--- src/rtl/regfile_mp.sv ---
// Multi-port register file with byte-masked writes, optional same-cycle write
// bypass, optional hardwired zero register and a one-register-per-cycle clear sweep.
module regfile_mp #(
  parameter int DATA_WIDTH = 32,
  parameter int ADDR_WIDTH = 5,
  parameter int NUM_READ   = 2,
  parameter int ZERO_REG   = 1,
  parameter int BYPASS     = 1
) (
  input  logic                           clk,
  input  logic                           reset,
  input  logic                           reg_write,
  input  logic [ADDR_WIDTH-1:0]          write_reg,
  input  logic [DATA_WIDTH-1:0]          write_data,
  input  logic [DATA_WIDTH/8-1:0]        write_mask,
  output logic                           write_accept,
  input  logic [NUM_READ*ADDR_WIDTH-1:0] read_reg,
  output logic [NUM_READ*DATA_WIDTH-1:0] read_data,
  input  logic                           clear_req,
  output logic                           clear_busy,
  output logic                           clear_done
);

  localparam int DEPTH = 2 ** ADDR_WIDTH;
  localparam int NB    = DATA_WIDTH / 8;
  localparam logic [ADDR_WIDTH-1:0] LAST_IDX = ADDR_WIDTH'(DEPTH - 1);

  typedef enum logic [1:0] {S_IDLE, S_CLEAR, S_DONE} state_t;

  state_t                  r_state;
  logic [ADDR_WIDTH-1:0]   r_idx;
  logic                    r_busy;
  logic                    r_done;
  logic [DATA_WIDTH-1:0]   r_regs [DEPTH];

  logic                    w_accept;
  logic                    w_wr_en;
  logic [ADDR_WIDTH-1:0]   w_ridx [NUM_READ];
  logic [DATA_WIDTH-1:0]   w_rval [NUM_READ];

  function automatic logic [DATA_WIDTH-1:0] merge_bytes(
    input logic [DATA_WIDTH-1:0] old_v,
    input logic [DATA_WIDTH-1:0] new_v,
    input logic [NB-1:0]         mask
  );
    merge_bytes = old_v;
    for (int i = 0; i < NB; i++) begin
      if (mask[i]) merge_bytes[8*i +: 8] = new_v[8*i +: 8];
    end
  endfunction

  assign w_accept     = reg_write && (r_state == S_IDLE);
  // Writes to the zero register are accepted on the handshake but never stored.
  assign w_wr_en      = w_accept && !((ZERO_REG != 0) && (write_reg == '0));
  assign write_accept = w_accept;
  assign clear_busy   = r_busy;
  assign clear_done   = r_done;

  always_ff @(posedge clk or posedge reset) begin
    if (reset) begin
      r_state <= S_IDLE;
      r_idx   <= '0;
      r_busy  <= 1'b0;
      r_done  <= 1'b0;
    end else begin
      case (r_state)
        S_IDLE: begin
          if (clear_req) begin
            r_state <= S_CLEAR;
            r_idx   <= '0;
            r_busy  <= 1'b1;
          end
        end
        S_CLEAR: begin
          // Last index is caught by compare so the sweep can never wrap around.
          if (r_idx == LAST_IDX) begin
            r_state <= S_DONE;
            r_done  <= 1'b1;
          end else begin
            r_idx <= r_idx + ADDR_WIDTH'(1);
          end
        end
        S_DONE: begin
          r_state <= S_IDLE;
          r_busy  <= 1'b0;
          r_done  <= 1'b0;
        end
        default: begin
          r_state <= S_IDLE;
          r_busy  <= 1'b0;
          r_done  <= 1'b0;
        end
      endcase
    end
  end

  always_ff @(posedge clk or posedge reset) begin
    if (reset) begin
      for (int i = 0; i < DEPTH; i++) r_regs[i] <= '0;
    end else if (r_state == S_CLEAR) begin
      r_regs[r_idx] <= '0;
    end else if (w_wr_en) begin
      r_regs[write_reg] <= merge_bytes(r_regs[write_reg], write_data, write_mask);
    end
  end

  always_comb begin
    read_data = '0;
    for (int p = 0; p < NUM_READ; p++) begin
      w_ridx[p] = read_reg[p*ADDR_WIDTH +: ADDR_WIDTH];
      w_rval[p] = r_regs[w_ridx[p]];
      if ((BYPASS != 0) && w_wr_en && (write_reg == w_ridx[p]))
        w_rval[p] = merge_bytes(r_regs[w_ridx[p]], write_data, write_mask);
      if (reset || ((ZERO_REG != 0) && (w_ridx[p] == '0)))
        w_rval[p] = '0;
      read_data[p*DATA_WIDTH +: DATA_WIDTH] = w_rval[p];
    end
  end

endmodule

--- config.mk ---
export PLATFORM = sky130hd
export DESIGN_NAME = regfile_mp
export DESIGN_NICKNAME = d
export VERILOG_FILES = /design/src/rtl/regfile_mp.sv
export SDC_FILE = /design/constraint.sdc
export NUM_CORES = 2
export LEC_CHECK = 0
export CORE_MARGIN = 1
export CORE_UTILIZATION = 30
export CTS_CLUSTER_SIZE = 40
export DETAILED_ROUTE_END_ITERATION = 6
export PLACE_DENSITY = 0.53
export SETUP_SLACK_MARGIN = 0.1
export SYNTH_ARGS = -nofsm -noshare
export SYNTH_HDL_FRONTEND = slang
export SYNTH_SLANG_ARGS = --single-unit
--- constraint.sdc ---
create_clock -name clk -period 67.6 [get_ports clk]
set_input_delay 6.76 -clock clk [delete_from_list [all_inputs] [get_ports clk]]
set_output_delay 6.76 -clock clk [all_outputs]
set_load 0.02 [all_outputs]
==> reports/qor.csv <==
stage,metric,value,unit
run_status,outcome,"complete, no violations",
floorplan,die_h,462,µm
hold_path,worst_hold_path.endpoint,clear_done,
floorplan,std_cell_rows,168,
worst_setup_path,critical_path_arrival,11.31,ns
timing,hold_violations,0,
floorplan,dieArea,0.214,mm²
clocking,clock_sinks,1033,
floorplan,core_area,0.210,mm²
grt,grt_usage,27.9,%
power_and_ir_drop,ir_worst_vdd,23.5,µV
drt,ant_nets,0,
power_and_ir_drop,total_power,2.02,mW
flow_run,max-cap-violations,0,
worst_setup_path,rrSetupSlack,64.00,ns
floorplan,start_util,30.3,%
worst_setup_path,path_buf_inv,4,
synth,ys.flop_type,dfrtp_1,
timing,relSlewSlack,12.5,%
worst_setup_path,r2r_start,r_state[1],
synth,ys_seq_elements,1033,
drt,vias,53700,
grt,grt_overflow,0,
finish,drive_gt1_share,24.8,%
power_and_ir_drop,powerDensity,28.0,mW/mm²
worst_setup_path,crit_path_end_kind,output port,
drt,first_iter_violations,7314,
timing,fmax,0.0553,GHz
finish,final_area,0.0721,mm²
hold_path,hp-class,register to register,
timing,tns,0,ns
floorplan,num_io_pins,122,
finish,fill_cells,20500,
worst_setup_path,path_max_fanout,67,
clocking,root_buffer,clkbuf_16,
grt,grt_max_degree,158,
timing,grt_setup_unrepaired,false,
worst_setup_path,crit_required,60.84,ns
synth,yosys.area.top_type_share,40.7,%
clocking,cts_buffer_depth,3,
hold_path,holdPathStages,1,
clocking,cts-buffers-inserted,121,
synth,syn_area_per_cell,12.3,µm²
timing,worst_pin_slew,1.31,ns
synth,synth.most_common_cell,dfrtp_1,
drt,viasPerCell,6.77,
worst_setup_path,startpoint_type,primary input,
placement,dpl-instance-area,0.0677,mm²
timing,min_period,18.07,ns
placement,portBuffers,121,
synth,synthTopCellsByArea,"dfrtp_1, mux4_2, a22o_1, mux2i_1, o21ai_0",
clocking,clkLatencyLatePin,0.81,ns
synth,synth_common_cells,"dfrtp_1, mux4_2, nand2_1",
synth,postSynthNetCount,5216,
timing,fin_crit_sh,26.7,%
power_and_ir_drop,power_leakage,29.1,nW
timing,finalMaxSlewViolations,0,
timing,fin_skew,0.0276,ns
synth,yosys.area.top_type,dfrtp_1,
placement,gp_congestion,0.924,
synth,synth_edf_count,0,
synth,syn_inst,5156,
worst_setup_path,worstRegToRegCells,7,
grt,antenna_found_initial,12,
timing,finalSetupViolCount,0,
grt,grt_pass1_vias,52400,
synth,async_flop_share,100,%
clocking,cts_resized,0,
hold_path,worstHoldStart,clear_done,
synth,synth_area,0.0635,mm²
finish,nNetsFinal,5060,
drt,drc_errors,0,
finish,area_growth_syn_to_layout,13.6,%
placement,dp_hpwl,174,mm
drt,wl_per_cell,38.0,µm
synth,synth_warnings,0,
grt,grt_pass1_wl,419,mm
worst_setup_path,r2r_end,r_regs[421],
worst_setup_path,cp_cell_sequence,buf_8 > buf_4 > buf_4 > mux4_2 > mux4_2 > a21oi_1 > o21ai_0 > clkdlybuf4s50_1,
worst_setup_path,slowest_stage,buf_4,
clocking,ctsHtreeMaxLevel,3,
synth,ys_seq_area_share,40.7,%
synth,synth.distinct_cells,77,
clocking,clk_pin_slew,0.05,ns
clocking,postCtsHoldBufs,0,
worst_setup_path,crit_family,buffers and inverters,
drt,dr.pass1.iters,6,
clocking,cts_tree,done,
clocking,cts_setup_buffers,0,
worst_setup_path,critPathKind,primary input to output port,
floorplan,die_w,462,µm
worst_setup_path,cpPeakStageDelay,0.87,ns
drt,wirelength,301,mm
==> where the power goes <==
part / total (mW) / switching, mW / internal (mW)
sequential: 0.797 / 0.0927 / 0.704
clock: 0.735 / 0.298 / 0.437
combinational: 0.489 / 0.284 / 0.205
total: 2.02 / 0.675 / 1.35
==> worst max-delay path by stage <==
stage	cells past startpoint	to	from	slack, ns
floorplan	5	read_data[48]	reset	24.73
global placement	9	read_data[7]	read_reg[0]	49.49
detailed placement	9	read_data[7]	read_reg[0]	49.52
CTS	9	read_data[7]	read_reg[0]	49.54
global route	9	read_data[7]	read_reg[0]	49.34
finish	8	read_data[13]	read_reg[1]	49.53
==> per-layer routing <==
layer | vias up | GRT usage [%] | wire, µm
li1 | 20200 | - | -
met4 | 11 | 19.8 | 24100
met5 | - | 1.11 | 214
met3 | 1133 | 9.62 | 37500
met1 | 28100 | 34.7 | 111000
met2 | 4222 | 40.0 | 129000
==> area by class of cell <==
| class | count | area (µm²) | area share, % |
|---|---|---|---|
| clock inverter | 61 | 868 | 1.20 |
| tap | 2805 | 3510 | 4.86 |
| multi-input combinational | 3515 | 35600 | 49.3 |
| inverter | 21 | 88.8 | 0.123 |
| antenna | 17 | 42.5 | 0.0590 |
| clock buffer | 165 | 3500 | 4.85 |
| sequential | 1033 | 25800 | 35.8 |
| timing repair buffer | 308 | 2690 | 3.72 |
==> metrics by stage <==
stage,hold WS (ns),std cells,util [%],setup slack [ns]
2_1_floorplan,0.477,5156,-,24.73
3_3_place_gp,0.492,7682,32.3,49.49
3_5_place_dp,0.497,7682,32.3,49.52
4_1_cts,0.509,7908,34.3,49.54
5_1_grt,0.510,7912,34.3,49.34
6_report,0.502,7925,34.4,49.53
==> cell usage in the layout (no fill, tap or decap), drive strengths merged, types with 6 or more instances in the layout <==
cell type / count
o21ai: 513
dfrtp: 1033
nand2: 567
a21oi: 106
a32o: 96
or2: 9
clkdlybuf4s50: 107
buf: 201
nor3b: 18
o21a: 6
mux2: 9
clkinvlp: 7
a22oi: 91
nor2: 76
nand3: 11
clkbuf: 165
clkinv: 33
diode: 17
o221a: 18
nor3: 44
nor2b: 26
bufinv: 20
xnor2: 10
mux4: 708
a221o: 7
a211o: 45
a21boi: 24
inv: 22
nand2b: 23
mux2i: 311
a22o: 489
a221oi: 91
o2bb2ai: 13
and2: 77
o221ai: 15
o22ai: 14
nor4: 9
a2bb2oi: 13
a211oi: 20
==> cells by family (layout without fill, tap and decap cells) <==
| group | Yosys count | count (layout) | share of synthesized area, % |
|---|---|---|---|
| simple gates | 883 | 883 | 6.32 |
| fa+ha+maj | 5 | 5 | 0.0985 |
| other cells | 0 | 17 | 0 |
| compound gates | 1589 | 1589 | 18.3 |
| mux | 1028 | 1028 | 30.2 |
| buf+inv | 608 | 555 | 4.27 |
| flops | 1033 | 1033 | 40.7 |
| xor+xnor | 10 | 10 | 0.150 |
==> flip-flops by register name, summed over array words and instances, names as in the netlist <==
name / flops
clear_busy: 1
r_idx: 5
r_regs: 1024
clear_done: 1
r_state: 2
No activity file was read; power rests on OpenSTA's default activity.
